### src/rtl/msrv32_fetch_ctrl.sv
// MSRV32 fetch controller: sequences instruction fetch, tracks the PC of the
// instruction presented to decode, and drives the instruction mux flush so
// that NOP bubbles appear on reset, memory wait states and redirects.
module msrv32_fetch_ctrl #(
  parameter logic [31:0] BOOT_ADDR    = 32'h0000_0000,
  parameter int          FLUSH_CYCLES = 1
) (
  input  logic        ms_riscv32_mp_clk_in,
  input  logic        ms_riscv32_mp_rst_in,
  input  logic        ms_riscv32_mp_instr_hready_in,
  input  logic        stall_in,
  input  logic        redirect_in,
  input  logic [31:0] redirect_pc_in,
  output logic [31:0] imaddr_out,
  output logic        imem_req_out,
  output logic [31:0] pc_out,
  output logic        flush_out,
  output logic        instr_valid_out,
  output logic        misaligned_out
);

  typedef enum logic [1:0] {
    ST_RESET,
    ST_FETCH,
    ST_WAIT,
    ST_REDIRECT
  } state_t;

  // Counter reload: the redirect cycle itself plus the first fetch cycle at
  // the target already account for one bubble, so REDIRECT lasts one less.
  localparam logic [2:0] CNT_RELOAD  = 3'(FLUSH_CYCLES - 1);
  localparam logic       GO_REDIRECT = (FLUSH_CYCLES > 1);

  state_t      state;
  logic [31:0] fetch_pc;
  logic [2:0]  bubble_cnt;

  // Force a redirect target onto a word boundary.
  function automatic logic [31:0] align_pc(input logic [31:0] pc);
    return {pc[31:2], 2'b00};
  endfunction

  // Sequential fetch address; wraps modulo 2^32 without any flag.
  function automatic logic [31:0] next_pc(input logic [31:0] pc);
    return pc + 32'd4;
  endfunction

  assign imaddr_out = fetch_pc;

  // Fetch state machine with all outputs registered alongside the state.
  always_ff @(posedge ms_riscv32_mp_clk_in or posedge ms_riscv32_mp_rst_in) begin
    if (ms_riscv32_mp_rst_in) begin
      state           <= ST_RESET;
      fetch_pc        <= BOOT_ADDR;
      pc_out          <= BOOT_ADDR;
      flush_out       <= 1'b1;
      imem_req_out    <= 1'b0;
      instr_valid_out <= 1'b0;
      misaligned_out  <= 1'b0;
      bubble_cnt      <= 3'd0;
    end else begin
      misaligned_out <= 1'b0;
      if (state == ST_RESET) begin
        state        <= ST_FETCH;
        imem_req_out <= 1'b1;
      end else if (redirect_in) begin
        // Redirect wins over stall and over any data returned this cycle.
        fetch_pc        <= align_pc(redirect_pc_in);
        flush_out       <= 1'b1;
        instr_valid_out <= 1'b0;
        bubble_cnt      <= CNT_RELOAD;
        misaligned_out  <= |redirect_pc_in[1:0];
        state           <= GO_REDIRECT ? ST_REDIRECT : ST_FETCH;
        imem_req_out    <= ~GO_REDIRECT;
      end else begin
        case (state)
          ST_FETCH, ST_WAIT: begin
            if (!stall_in) begin
              if (ms_riscv32_mp_instr_hready_in) begin
                pc_out          <= fetch_pc;
                fetch_pc        <= next_pc(fetch_pc);
                flush_out       <= 1'b0;
                instr_valid_out <= 1'b1;
                state           <= ST_FETCH;
              end else begin
                flush_out       <= 1'b1;
                instr_valid_out <= 1'b0;
                state           <= ST_WAIT;
              end
            end
          end
          ST_REDIRECT: begin
            if (bubble_cnt <= 3'd1) begin
              bubble_cnt   <= 3'd0;
              state        <= ST_FETCH;
              imem_req_out <= 1'b1;
            end else begin
              bubble_cnt <= bubble_cnt - 3'd1;
            end
          end
          default: state <= ST_RESET;
        endcase
      end
    end
  end

endmodule

### config.mk
export PLATFORM = sky130hd
export DESIGN_NAME = msrv32_fetch_ctrl
export DESIGN_NICKNAME = d
export VERILOG_FILES = /design/src/rtl/msrv32_fetch_ctrl.sv
export SDC_FILE = /design/constraint.sdc
export NUM_CORES = 1
export LEC_CHECK = 0
export BUFFER_PORTS_ARGS = -buffer_cell sky130_fd_sc_hd__buf_4
export CAP_MARGIN = 20
export CORE_MARGIN = 2
export CORE_UTILIZATION = 40
export CTS_BUF_LIST = sky130_fd_sc_hd__clkbuf_4
export CTS_CLUSTER_DIAMETER = 150
export CTS_CLUSTER_SIZE = 20
export DETAILED_ROUTE_END_ITERATION = 12
export GPL_TIMING_DRIVEN = 0
export SLEW_MARGIN = 15
export SYNTH_ARGS = -nofsm -noshare
export SYNTH_HDL_FRONTEND = slang
export SYNTH_SLANG_ARGS = --single-unit
### constraint.sdc
create_clock -name ms_riscv32_mp_clk_in -period 4.1 [get_ports ms_riscv32_mp_clk_in]
set_input_delay 0.41 -clock ms_riscv32_mp_clk_in [delete_from_list [all_inputs] [get_ports ms_riscv32_mp_clk_in]]
set_output_delay 0.41 -clock ms_riscv32_mp_clk_in [all_outputs]
set_load 0.02 [all_outputs]
======== Word level (Yosys, flattened, before mapping) ========
Cells that the tools add are included.
cells by class
  $lt $le $gt $ge ......................... 1
  add/subtract/negate cells ............... 2
  equal/unequal tests ..................... 6
  reduce and logical (&&, ||, !) cells .... 14
  mux-type cells .......................... 27
  bitwise logic cells ..................... 3
operator list
  kind                     count
  $mux W32                 4
  $add A32 B3 Y32 const B  1
  $mux W1                  14
  $mux W2                  5
  $mux W3                  3
  $ne A4 B4 Y1 const B     2
  $reduce_and A2 Y1        3
  $reduce_bool A2 Y1       3
  $reduce_bool A3 Y1       2
  $reduce_and A5 Y1        1
  $eq A2 B2 Y1 const B     2
  $pmux W2 S2              1
  $reduce_and A4 Y1        1
  $reduce_or A2 Y1         2
  $le A3 B1 Y1 const B     1
  $not A1 Y1               3
  $reduce_and A3 Y1        1
  $sub A3 B1 Y3 const B    1
  $eq A2 B1 Y1 const B     1
  $logic_not A2 Y1         1
  $ne A2 B1 Y1 const B     1
word-level totals
  register bits ........................... 73
  input port bits ......................... 37
  output and inout bits ................... 68
  word-level logic and storage cells ...... 61

======== Depth between registers and ports, before layout ========
Gate-level depths: netlist of run 1.
  depth after elaboration ................. 5
  depth in mapped cells ................... 9
  depth with buffers taken out ............ 7

======== Least setup slack after synthesis of run 1 ========
No wires, ideal clock.
  kind .................................... reg2reg
  start point ............................. register fetch_pc[2], in the netlist imaddr_out[2]
  end point ............................... register fetch_pc[20], in the netlist imaddr_out[20]
  required time ........................... 4,024 ps
  slack ................................... 2,331 ps
  clock period less this slack ............ 1,769 ps
  cell stages (with the launch flop) ...... 7
  library setup time ...................... 76 ps
  arrival time ............................ 1,692 ps
  path buffers ............................ 0
  path through ............................ dfrtp_1 > ha_1 > nand4_4 > nor4_4 > nor4b_2 > a21oi_1 > o21ai_1
between the ends
  cells in the longest elaborated chain, start to end .. 5
ends and longest elaborated chain
  item                    RTL line  text
  from (decl)             35        logic [31:0] fetch_pc;
  from (signal assigned)  68        fetch_pc <= align_pc(redirect_pc_in);
  from (signal assigned)  81        fetch_pc <= next_pc(fetch_pc);
  $add A32 B3 Y32         45        return pc + 32'd4;
  $mux W32                79        if (ms_riscv32_mp_instr_hready_in) begin
  $mux W32                78        if (!stall_in) begin
  $mux W32                76        case (state)
  $mux W32                66        end else if (redirect_in) begin
Every way passes these cells. The select of a mux whose other input is x is not followed.
A chain may end at the register's enable or synchronous reset.

======== Worst setup path in the final report of run 1 ========
  start point ............................. register state[1]
  end point ............................... register fetch_pc[25], in the netlist imaddr_out[25]
between the ends
  cells in the longest elaborated chain, start to end .. 4
  elaborated cells on any way between the ends .. 7
  classes of those cells .................. eq/ne (2); bitwise (1); reduce/logical (4)
ends and longest elaborated chain
  item                                          RTL line  text
  from (decl)                                   34        state_t state;
  from (signal assigned)                        73        state <= GO_REDIRECT ? ST_REDIRECT : ST_FETCH;
  $eq A2 B1 Y1 or $eq A2 B2 Y1 (tied branches)  76
  $reduce_or A2 Y1                              76
  $reduce_bool A2 Y1 (no source line)           --
  $reduce_and A4 Y1 (no source line) (*)        --
Mark *: on every way between the ends. The rest lies on a longest branch, timed or not.

==> results of run 1 <==
[what timing repair did]
action	CTS	global route
hold endpoints to repair	11	0
hold buffers	1	0
buffers inserted	0	0
[cell usage in the layout, fill, tap and decap left out, types with 3 or more instances in the layout]
master and count:
nor3_1 9, nor2_1 17, nand3_1 13, nor4_1 3, clkinvlp_4 3, nand4_1 12
and3_1 6, o21ai_1 4, o21ai_0 35, inv_1 12, conb_1 4, clkbuf_1 9
o22ai_1 4, dfrtp_1 68, a31oi_1 4, buf_4 106, nand2_1 32, mux2i_1 3
clkbuf_4 9, a22oi_1 8, mux2_2 25, a21oi_1 28, buf_2 10, o311ai_1 3
ha_1 5, nor2b_1 3
[logic make-up after synthesis]
logic type / after synthesis
mux: 28
fa+ha+maj: 5
xor+xnor: 3
buf+inv: 41
other cells: 1
flops: 69
simple gates: 120
compound gates: 105
[layout make-up]
cell class / count / area, um^2
flip-flops and latches: 69 / 1730
multi-input cells: 265 / 1780
clock inverters: 7 / 66.3
inverters: 13 / 51.3
well taps: 111 / 139
fillers: 878 / 4340
plain buffers: 28 / 156
repair buffers: 102 / 781
clock buffers: 9 / 67.6
[flip-flops by register name (all words and copies together) (netlist names)]
name             cells
flush_out            1
imem_req_out         1
instr_valid_out      1
state                2
misaligned_out       1
bubble_cnt           3
imaddr_out          30
pc_out              30
[routing by layer]
layer / part of all wire / vias to the layer above
met4: 0.013 / 0
met5: 0 / -
met2: 0.46 / 109
met3: 0.061 / 10
li1: - / 1593
met1: 0.47 / 1605
[worst max-delay path by stage]
stage / start / endpoint / slack [ns] / cells after the start
floorplan: ms_riscv32_mp_rst_in / bubble_cnt[0]$_DFFE_PP0P_ / 1.95 / 1
global placement: ms_riscv32_mp_rst_in / pc_out[26]$_DFFE_PP0P_ / 0.89 / 2
detailed placement: state[0]$_DFFE_PP0P_ / pc_out[3]$_DFFE_PP0P_ / 1.93 / 7
CTS: state[0]$_DFFE_PP0P_ / imaddr_out[25]$_DFFE_PP0P_ / 1.91 / 7
global route: state[0]$_DFFE_PP0P_ / imaddr_out[2]$_DFFE_PP0P_ / 1.79 / 8
finish: state[1]$_DFFE_PP0P_ / imaddr_out[25]$_DFFE_PP0P_ / 1.91 / 7
[per-stage QoR]
step | instance area (um^2) | util
final | 4770 | 0.524
after global routing | 4770 | 0.524
after CTS | 4770 | 0.524
after detailed placement | 4630 | 0.508
after global placement | 4600 | 0.505
after floorplan | 3710 | -
[where the power goes]
part           internal, mW  switching, mW
sequential            0.934          0.250
clock                 0.181          0.265
combinational         0.614          0.784
==> results by group, run 1 <==
Finish
  • Fin cells: 604
  • Final net count: 530
  • Layout cell share with drive strength beyond 1: 0.367
  • Ant. Diodes: 0
  • Area Overhead vs Synth: 28.8%

STA
  • Setup ws final: 1.91 ns
  • Max Clock Skew: 0.0144 ns
  • Final worst-path cycle share: 0.534
  • Final Max Slew Viols: 0
  • Final Setup Violations: 0
  • Tmin final: around 2.2 ns
  • Unrepaired setup endpoints after global routing: false
  • Fmax: 0.457 GHz
  • TNS Setup: 0 ns
  • Fin. Hold Viols: 0
  • Slew Limit Headroom: 0.610
  • Worst hold slack: ~0.18 ns
  • Least-Margin Pin Slew: roughly 0.58 ns

Synth
  • Sequential cell area fraction in the yosys report: 0.467
  • Avg Cell Area, Syn: roughly 10 um^2
  • Cell variety after synth: 67
  • Yosys Warn Count: 0
  • Post-Syn Area: 0.00370 mm^2
  • Synth Area in Adders: 0.0169
  • Register bit total from synthesis: 69
  • Count leader, synth: dfrtp_1
  • Synth area leaders: dfrtp_1 46%, mux2_2 7.6%, o21ai_0 4.7%, a21oi_1 3.8%, nand2_1 3.2%
  • Dominant synthesized flop cell: dfrtp_1
  • Number of flops mapped to enable cells by yosys: 0
  • Async SR Flop Fraction: 1.00
  • Synth Area in Simple Gates: 0.195
  • Main combinational cell family by area after synthesis: simple AND/OR/NAND/NOR gates
  • Synth top area share: 0.460
  • Top cells by count, synth: 68 x dfrtp_1, 35 x o21ai_0, 32 x nand2_1
  • Post-synthesis compound-gate area fraction: 0.173
  • Post-Synth XOR/XNOR Area: 0.00710
  • Leading area contributor after synthesis: dfrtp_1
  • Mux contribution to synthesized area: 0.0842
  • Cells after Synth: 372

Pwr
  • Leakage: around 2.1 nW
  • PwrDens: 635 mW/mm^2
  • Max IR drop VDD: between 0.2 and 0.3 mV
  • Total power: 3.03 mW

Worst setup path
  • CP Class: reg2reg
  • Critical path capture point type: flip-flop
  • Reg2Reg Setup Slack: 1.91 ns
  • Worst R2R Start: state[1]$_DFFE_PP0P_
  • Worst Path Max Fanout: 10
  • Worst path cell trace: inv_1 -> ha_1 -> nor4bb_4 -> nor2_2 -> clkbuf_1 -> o21ai_0 -> o311ai_0
  • Reg2reg end: imaddr_out[25]$_DFFE_PP0P_
  • Data arrival, critical path: about 2.5 ns
  • R2R depth: 7
  • Setup crit start kind: flip-flop
  • Slowest library cell on the worst path: nor4bb_4
  • Cell family contributing the most delay on the critical path: simple AND/OR/NAND/NOR gates
  • CP peak stage delay: 0.43 ns
  • Bufs and invs on worst path: 2
  • Worst EP required: approximately 4.4 ns

Clocking
  • Clock buffer count from CTS: 9
  • Root Driver: clkbuf_4
  • Htree depth: 3
  • Resized Gates After CTS: 0
  • TritonCTS clock tree: done
  • CTS clk-pin slew, worst paths: 0.13 ns
  • Clk_lat worst skew: 0.43 ns
  • CTS sink cnt: 69
  • Bufs on Longest Clock Path: 2

Global routing
  • Grt ovf: 0
  • Initial antenna violation count: 0
  • GRT Max-Usage Layer: met2
  • Vias in the first global route: 3,233
  • Global routing usage on met2: 0.339
  • Largest net degree at the start of global routing: 37
  • Met1 usage: 0.306
  • Global Route Usage Sum: 0.220
  • First-pass GRT wire length: around 17 mm
  • Met3 global-route usage: 0.0550

Routing
  • DR WL/cell: ~17 um
  • Vias: 3,317
  • Total iterations of the first detailed-routing run: 4
  • # DRC: 0
  • Final ANT Viol Nets: 0
  • Via density: 5.49
  • Drt total wl: between 10 and 15 mm
  • Initial drt markers: between 150 and 200

Floorplan
  • Initial core utilization: 0.406
  • I/O pin total: about 110
  • Die Y-Extent: 100 um
  • Core area: 0.00911 mm^2
  • Chip width: 100 um
  • FP Rows: 35
  • Die area: roughly 0.01 mm^2

Placed design
  • Detailed Place HPWL: 7.65 mm
  • Placed insts: between 500 and 600
  • # port buffers: 100
  • RePlAce Congestion: ~0.85
  • Dpl ws: 1.93 ns

Worst hold path
  • Hold_sp: redirect_pc_in[0]
  • Hold Crit Depth: 2
  • Hold crit path type: in2reg
  • Min-Delay Endpoint: misaligned_out$_DFF_PP0_

Run
  • Maxcap violations: 0

Status
  • Status: finished clean
(Power assumes the default switching activity.)
==> run 2, diff against run 1 <==
--- a/config.mk
+++ b/config.mk
@@ -14,6 +14,7 @@
 export CTS_CLUSTER_SIZE = 20
 export DETAILED_ROUTE_END_ITERATION = 12
 export GPL_TIMING_DRIVEN = 0
+export PLACE_DENSITY = 0.66
 export SLEW_MARGIN = 15
 export SYNTH_ARGS = -nofsm -noshare
 export SYNTH_HDL_FRONTEND = slang
==> constraint.sdc (replaced) <==
create_clock -name ms_riscv32_mp_clk_in -period 1.93 [get_ports ms_riscv32_mp_clk_in]
set_input_delay 0.193 -clock ms_riscv32_mp_clk_in [delete_from_list [all_inputs] [get_ports ms_riscv32_mp_clk_in]]
set_output_delay 0.193 -clock ms_riscv32_mp_clk_in [all_outputs]
set_load 0.02 [all_outputs]
==> results by group, run 2 (same netlist as run 1, synthesis figures left out) <==
Finish
  • Fin cells: 623 (+3.1%)
  • Area Overhead vs Synth: 35.8%
  • Layout cell share with drive strength beyond 1: 0.391 (+0.0235)
  • Footprint of the multi-input gates: 0.00182 mm^2 (+2.1%)
  • Leading cell type in the layout, fill and taps excluded: buf_4
  • Register Area: 0.00173 mm^2 (+0.22%)
  • Ant. Diodes: 0 (unchanged)
  • Filler Cells Inserted: 855 (-2.6%)
  • Commonest cells after routing, fill and taps aside: 116 x buf_4, 65 x dfrtp_1, 35 x o21ai_0, 32 x nand2_1, 28 x a21oi_1
  • Final net count: 549 (+3.6%)

Floorplan
  • I/O pin total: 105 (unchanged)
  • Initial core utilization: 0.406 (unchanged)
  • FP Rows: 35 (unchanged)
  • Die area: 0.0100 mm^2 (unchanged)
  • Chip width: 100 um (unchanged)
  • Die Y-Extent: 100 um (unchanged)
  • Core area: 0.00911 mm^2 (unchanged)

Global routing
  • Largest net degree at the start of global routing: 32 (-14%)
  • Initial antenna violation count: 0 (unchanged)
  • Vias in the first global route: 3,278 (+1.4%)
  • First-pass GRT wire length: 17.0 mm (-0.16%)
  • Grt ovf: 0 (unchanged)
  • Global Route Usage Sum: 0.218 (-0.00138)

Routing
  • Final ANT Viol Nets: 0 (unchanged)
  • Via density: 5.54 (+0.84%)
  • WL met3: 714 um (+12%)
  • Routed wl met2: 5.10 mm (+4.9%)
  • Drt total wl: 10.8 mm (+2.5%)
  • Met1 Wirelength: 4.86 mm (-0.82%)
  • Total iterations of the first detailed-routing run: 4 (unchanged)
  • # DRC: 0 (unchanged)
  • Initial drt markers: 196 (+22%)
  • Uppermost layer routed: met4
  • DR WL/cell: 17.3 um (-0.62%)
  • Vias: 3,450 (+4.0%)

Placed design
  • Placed insts: 588 (+0.17%)
  • # port buffers: 100 (unchanged)
  • Detailed Place HPWL: 7.66 mm (about the same)
  • RePlAce Congestion: 0.895 (+5.1%)

Worst hold path
  • Hold crit path type: in2reg
  • Hold_sp: redirect_pc_in[28]

Pwr
  • Sequential Power Share: 0.384 (-0.007)
  • Clock power share: 0.144 (-0.003)
  • Total power: 6.59 mW (+120%)
  • Internal: 3.81 mW (+120%)
  • Combinational fraction of design power: 0.473 (+0.011)
  • Net Sw Frac: 0.422 (-0.00667)
  • Switching pwr: 2.78 mW (+110%)
  • Leakage: 2.27 nW (+6.0%)
  • Max IR drop VDD: 0.622 mV (+130%)
  • PwrDens: 1310 mW/mm^2 (+110%)

STA
  • Final worst-path cycle share: 0.965 (+0.431)
  • Final Max Slew Viols: 0 (unchanged)
  • Fin. Hold Viols: 0 (unchanged)
  • Max Clock Skew: 0.00892 ns (-0.00551 ns)
  • Least-Margin Pin Slew: 0.538 ns (-0.0472 ns)
  • Slew Limit Headroom: 0.641 (+0.0307)
  • Tmin final: 1.86 ns (-0.326 ns)
  • Fmax: 0.537 GHz (+17%)
  • Worst hold slack: 0.0198 ns (-0.156 ns)
  • Final Setup Violations: 0 (unchanged)
  • TNS Setup: 0 ns (unchanged)

Clocking
  • Htree depth: 3 (unchanged)
  • Bufs on Longest Clock Path: 2 (unchanged)
  • CTS sink cnt: 69 (unchanged)
  • Root Driver: clkbuf_4
  • Clk_lat worst skew: 0.43 ns (about the same)
  • Clock buffer count from CTS: 9 (unchanged)
  • CTS clk-pin slew, worst paths: 0.12 ns (about the same)
  • TritonCTS clock tree: done

Worst setup path
  • Worst EP required: 2.23 ns (-2.16 ns)
  • Critical path capture point type: flip-flop
  • Worst R2R Start: state[0]$_DFFE_PP0P_
  • Worst Path Max Fanout: 10 (unchanged)
  • Setup crit start kind: flip-flop
  • CP Class: reg2reg
  • Crit. Startpoint: state[0]$_DFFE_PP0P_
  • Data arrival, critical path: 2.16 ns (-0.32 ns)

Run
  • Maxcap violations: 0 (unchanged)

Status
  • Status: finished clean
==> run 2: cell types whose count changed in the layout (fill, tap and decap cells not counted), sizes merged <==
cell,delta
buf,+11
dlygate4sd3,+10
clkinvlp,-1
inv,-1
==> run 2: timing repair <==
item | 4_1_cts | 5_1_grt
setup endpoints to repair | 55 | 55
pin swaps | 2 | 2
hold endpoints to repair | 28 | 0
hold buffers | 11 | 0
cloned | 0 | 0
buffers inserted | 3 | 5
resized for setup | 11 | 15
==> run 2: stage by stage <==
stage	utilization	setup WS, ns	instance area (um^2)
after floorplan	-	0.161	3720
after global placement	0.506	-0.184	4610
after detailed placement	0.511	-0.193	4650
after CTS	0.544	0.0103	4950
after global routing	0.552	-0.0209	5030
final	0.552	0.0676	5030
==> run 2: final cells by class <==
cell class	count	share of cell area
buffer	28	0.0368
clock buffer	11	0.0164
clock inverter	5	0.0102
inverter	13	0.0105
multi-input combinational	265	0.362
sequential	69	0.344
tap	111	0.0276
timing repair buffer	121	0.193
==> run 2: worst paths after layout <==
path / slack, ns / endpoint / cells past startpoint
setup reg to reg: 0.07 / imaddr_out[9]$_DFFE_PP0P_ / 8
setup / recovery: 0.07 / imaddr_out[9]$_DFFE_PP0P_ / 8
min in group asynchronous: 0.36 / imaddr_out[7]$_DFFE_PP0P_ / 3
hold / removal: 0.02 / imaddr_out[28]$_DFFE_PP0P_ / 3
hold reg to reg: 0.50 / pc_out[26]$_DFFE_PP0P_ / 2
max in group asynchronous: 1.03 / flush_out$_DFFE_PP1P_ / 4
==> run 2: power by group through the flow <==
stage	registers, mW	clock network, mW	logic, mW
2_1_floorplan	3.10	0	1.11
3_3_place_gp	2.53	0	2.94
3_5_place_dp	2.55	0	3.00
4_1_cts	2.52	0.975	3.05
5_1_grt	2.60	1.03	3.35
6_report	2.53	0.947	3.12
==> run 2: critical path, stage by stage (launching register included) <==
cell	delay [ns]
dfrtp_1	0.36
inv_1	0.06
ha_1	0.25
nor4bb_4	0.40
or2_1	0.20
buf_6	0.16
o21ai_0	0.09
nand2_1	0.10
o21ai_0	0.11
==> run 2: metal layers <==
| layer | vias up | track usage |
|---|---|---|
| met1 | 1679 | 0.305 |
| met5 | - | 0 |
| met4 | 0 | 0.0822 |
| met2 | 124 | 0.340 |
| met3 | 13 | 0.0376 |
| li1 | 1634 | - |
==> run 3, diff against run 2 <==
--- a/config.mk
+++ b/config.mk
@@ -8,13 +8,13 @@
 export BUFFER_PORTS_ARGS = -buffer_cell sky130_fd_sc_hd__buf_4
 export CAP_MARGIN = 20
 export CORE_MARGIN = 2
-export CORE_UTILIZATION = 40
+export CORE_UTILIZATION = 45
 export CTS_BUF_LIST = sky130_fd_sc_hd__clkbuf_4
 export CTS_CLUSTER_DIAMETER = 150
 export CTS_CLUSTER_SIZE = 20
 export DETAILED_ROUTE_END_ITERATION = 12
 export GPL_TIMING_DRIVEN = 0
-export PLACE_DENSITY = 0.66
+export PLACE_DENSITY = 0.73
 export SLEW_MARGIN = 15
 export SYNTH_ARGS = -nofsm -noshare
 export SYNTH_HDL_FRONTEND = slang
==> results by group, run 3 (same netlist as run 1, synthesis figures left out) <==
Status
  • Status: finished clean

Placed design
  • Detailed Place HPWL: 7.63 mm (-0.38%)
  • # port buffers: 100 (unchanged)
  • Dpl ws: -0.208 ns (-0.0151 ns)
  • RePlAce Congestion: 0.909 (+1.6%)
  • Cell Area, Placed: 0.00464 mm^2 (-0.32%)

STA
  • Setup ws final: 0.0870 ns (+0.0194 ns)
  • Fmax: 0.543 GHz (+1.1%)
  • TNS Setup: 0 ns (unchanged)
  • Final Setup Violations: 0 (unchanged)
  • Tmin final: 1.84 ns (-0.0194 ns)
  • Final Max Slew Viols: 0 (unchanged)
  • Final worst-path cycle share: 0.955 (-0.0100)
  • Max Clock Skew: 0.00997 ns (+0.00106 ns)
  • Slew Limit Headroom: 0.634 (-0.00678)
  • Least-Margin Pin Slew: 0.549 ns (+0.0113 ns)
  • Fin. Hold Viols: 0 (unchanged)

Finish
  • Commonest cells after routing, fill and taps aside: 119 x buf_4, 66 x dfrtp_1, 33 x o21ai_0, 32 x nand2_1, 28 x a21oi_1
  • Layout cell share with drive strength beyond 1: 0.391 (unchanged)
  • Area Overhead vs Synth: 35.7% (about the same)
  • Ant. Diodes: 0 (unchanged)
  • Final Core Density: 0.621 (+0.0687)
  • Finished Cell Area: 0.00502 mm^2 (about the same)
  • Final net count: 549 (unchanged)
  • Leading cell type in the layout, fill and taps excluded: buf_4

Worst setup path
  • Data arrival, critical path: 2.15 ns (about the same)
  • Critical path capture point type: flip-flop
  • Setup crit start kind: flip-flop
  • Cell family contributing the most delay on the critical path: simple AND/OR/NAND/NOR gates
  • CP peak stage delay: 0.39 ns (about the same)
  • Slowest library cell on the worst path: dfrtp_1
  • CP Class: reg2reg
  • WP depth: 7 (-1)
  • Worst Path Max Fanout: 10 (unchanged)
  • Bufs and invs on worst path: 2 (unchanged)
  • Worst path cell trace: inv_1 -> ha_4 -> nor4bb_4 -> nor2_4 -> buf_4 -> o21ai_0 -> o311ai_1
  • Worst EP required: 2.23 ns (about the same)
  • Reg2Reg Setup Slack: 0.09 ns (+0.02 ns)
  • R2R depth: 7 (-1)

Global routing
  • Largest net degree at the start of global routing: 31 (-3.1%)
  • Vias in the first global route: 3,307 (+0.88%)
  • Grt ovf: 0 (unchanged)
  • First-pass GRT wire length: 16.5 mm (-2.9%)
  • Initial antenna violation count: 0 (unchanged)
  • Global Route Usage Sum: 0.238 (+0.0195)

Clocking
  • Clk_lat worst skew: 0.42 ns (about the same)
  • CTS sink cnt: 69 (unchanged)
  • Root Driver: clkbuf_4
  • CTS clk-pin slew, worst paths: 0.12 ns (about the same)
  • TritonCTS clock tree: done
  • Clock buffer count from CTS: 9 (unchanged)
  • Htree depth: 3 (unchanged)
  • Bufs on Longest Clock Path: 2 (unchanged)

Routing
  • DR WL/cell: 17.5 um (+0.70%)
  • Via density: 5.70 (+3.0%)
  • Vias: 3,519 (+2.0%)
  • Final ANT Viol Nets: 0 (unchanged)
  • # DRC: 0 (unchanged)
  • Initial drt markers: 224 (+14%)
  • Total iterations of the first detailed-routing run: 5 (+1)
  • Drt total wl: 10.8 mm (-0.27%)

Floorplan
  • Initial core utilization: 0.457 (+0.0510)
  • I/O pin total: 105 (unchanged)
  • FP Rows: 33 (-5.7%)
  • Core area: 0.00809 mm^2 (-11%)
  • Die Y-Extent: 94.7 um (-5.5%)
  • Die area: 0.00897 mm^2 (-11%)
  • Chip width: 94.7 um (-5.5%)

Pwr
  • Total power: 6.75 mW (+2.4%)
  • PwrDens: 1340 mW/mm^2 (+2.5%)
  • Max IR drop VDD: 0.749 mV (+20%)
  • Leakage: 2.27 nW (+0.23%)

Run
  • Maxcap violations: 0 (unchanged)

Worst hold path
  • Hold crit path type: in2reg
  • Hold Crit Depth: 3 (unchanged)
-- run 3: worst paths after layout --
path | to | start
worst max register to register | imaddr_out[30]$_DFFE_PP0P_ | state[1]$_DFFE_PP0P_
worst max-delay path | imaddr_out[30]$_DFFE_PP0P_ | state[1]$_DFFE_PP0P_
max in group asynchronous | flush_out$_DFFE_PP1P_ | ms_riscv32_mp_rst_in
worst min register to register | imem_req_out$_DFFE_PP0P_ | imem_req_out$_DFFE_PP0P_
worst min-delay path | imaddr_out[28]$_DFFE_PP0P_ | redirect_pc_in[28]
min in group asynchronous | pc_out[3]$_DFFE_PP0P_ | ms_riscv32_mp_rst_in
-- run 3: area by class of cell --
cell class | instances | area [um^2]
buffer | 28 | 186
tap | 105 | 131
clock buffer | 9 | 67.6
sequential | 69 | 1730
fill | 712 | 3070
clock inverter | 7 | 80.1
timing repair buffer | 121 | 948
inverter | 13 | 52.6
multi-input combinational | 265 | 1830
-- run 3: metal layers --
| metal | global-route usage | routed length [um] |
|---|---|---|
| met1 | 0.324 | 4650 |
| met2 | 0.376 | 5290 |
| met3 | 0.0399 | 649 |
| met4 | 0.0990 | 182 |
| met5 | 0 | 0 |
-- run 3: where the power goes --
group | total [mW] | switching [mW] | leakage [nW] | internal [mW]
Sequential | 2.52 | 0.528 | 0.822 | 1.99
Combinational | 3.20 | 1.75 | 1.37 | 1.46
Clock | 1.03 | 0.526 | 0.0799 | 0.507
Total | 6.75 | 2.80 | 2.27 | 3.95
-- run 3: worst register-to-register path: stages (launching register included) --
cell	delay (ns)
dfrtp_1	0.39
inv_1	0.08
ha_4	0.28
nor4bb_4	0.34
nor2_4	0.12
buf_4	0.21
o21ai_0	0.17
o311ai_1	0.13
-- run 3: per-stage QoR --
stage / hold slack [ns] / cells
6_report: 0.00961 / 617
3_5_place_dp: 0.201 / 582
4_1_cts: 0.000726 / 608
3_3_place_gp: 0.401 / 580
2_1_floorplan: 0.310 / 375
5_1_grt: 0.0220 / 617
-- run 3: repair_timing --
action	in CTS	in global routing
cloned	0	1
endpoints found under the setup margin	55	55
setup buffers	3	8
endpoints found under the hold margin	17	0
hold buffers	7	0
pin swaps	2	1
resized for setup	12	16
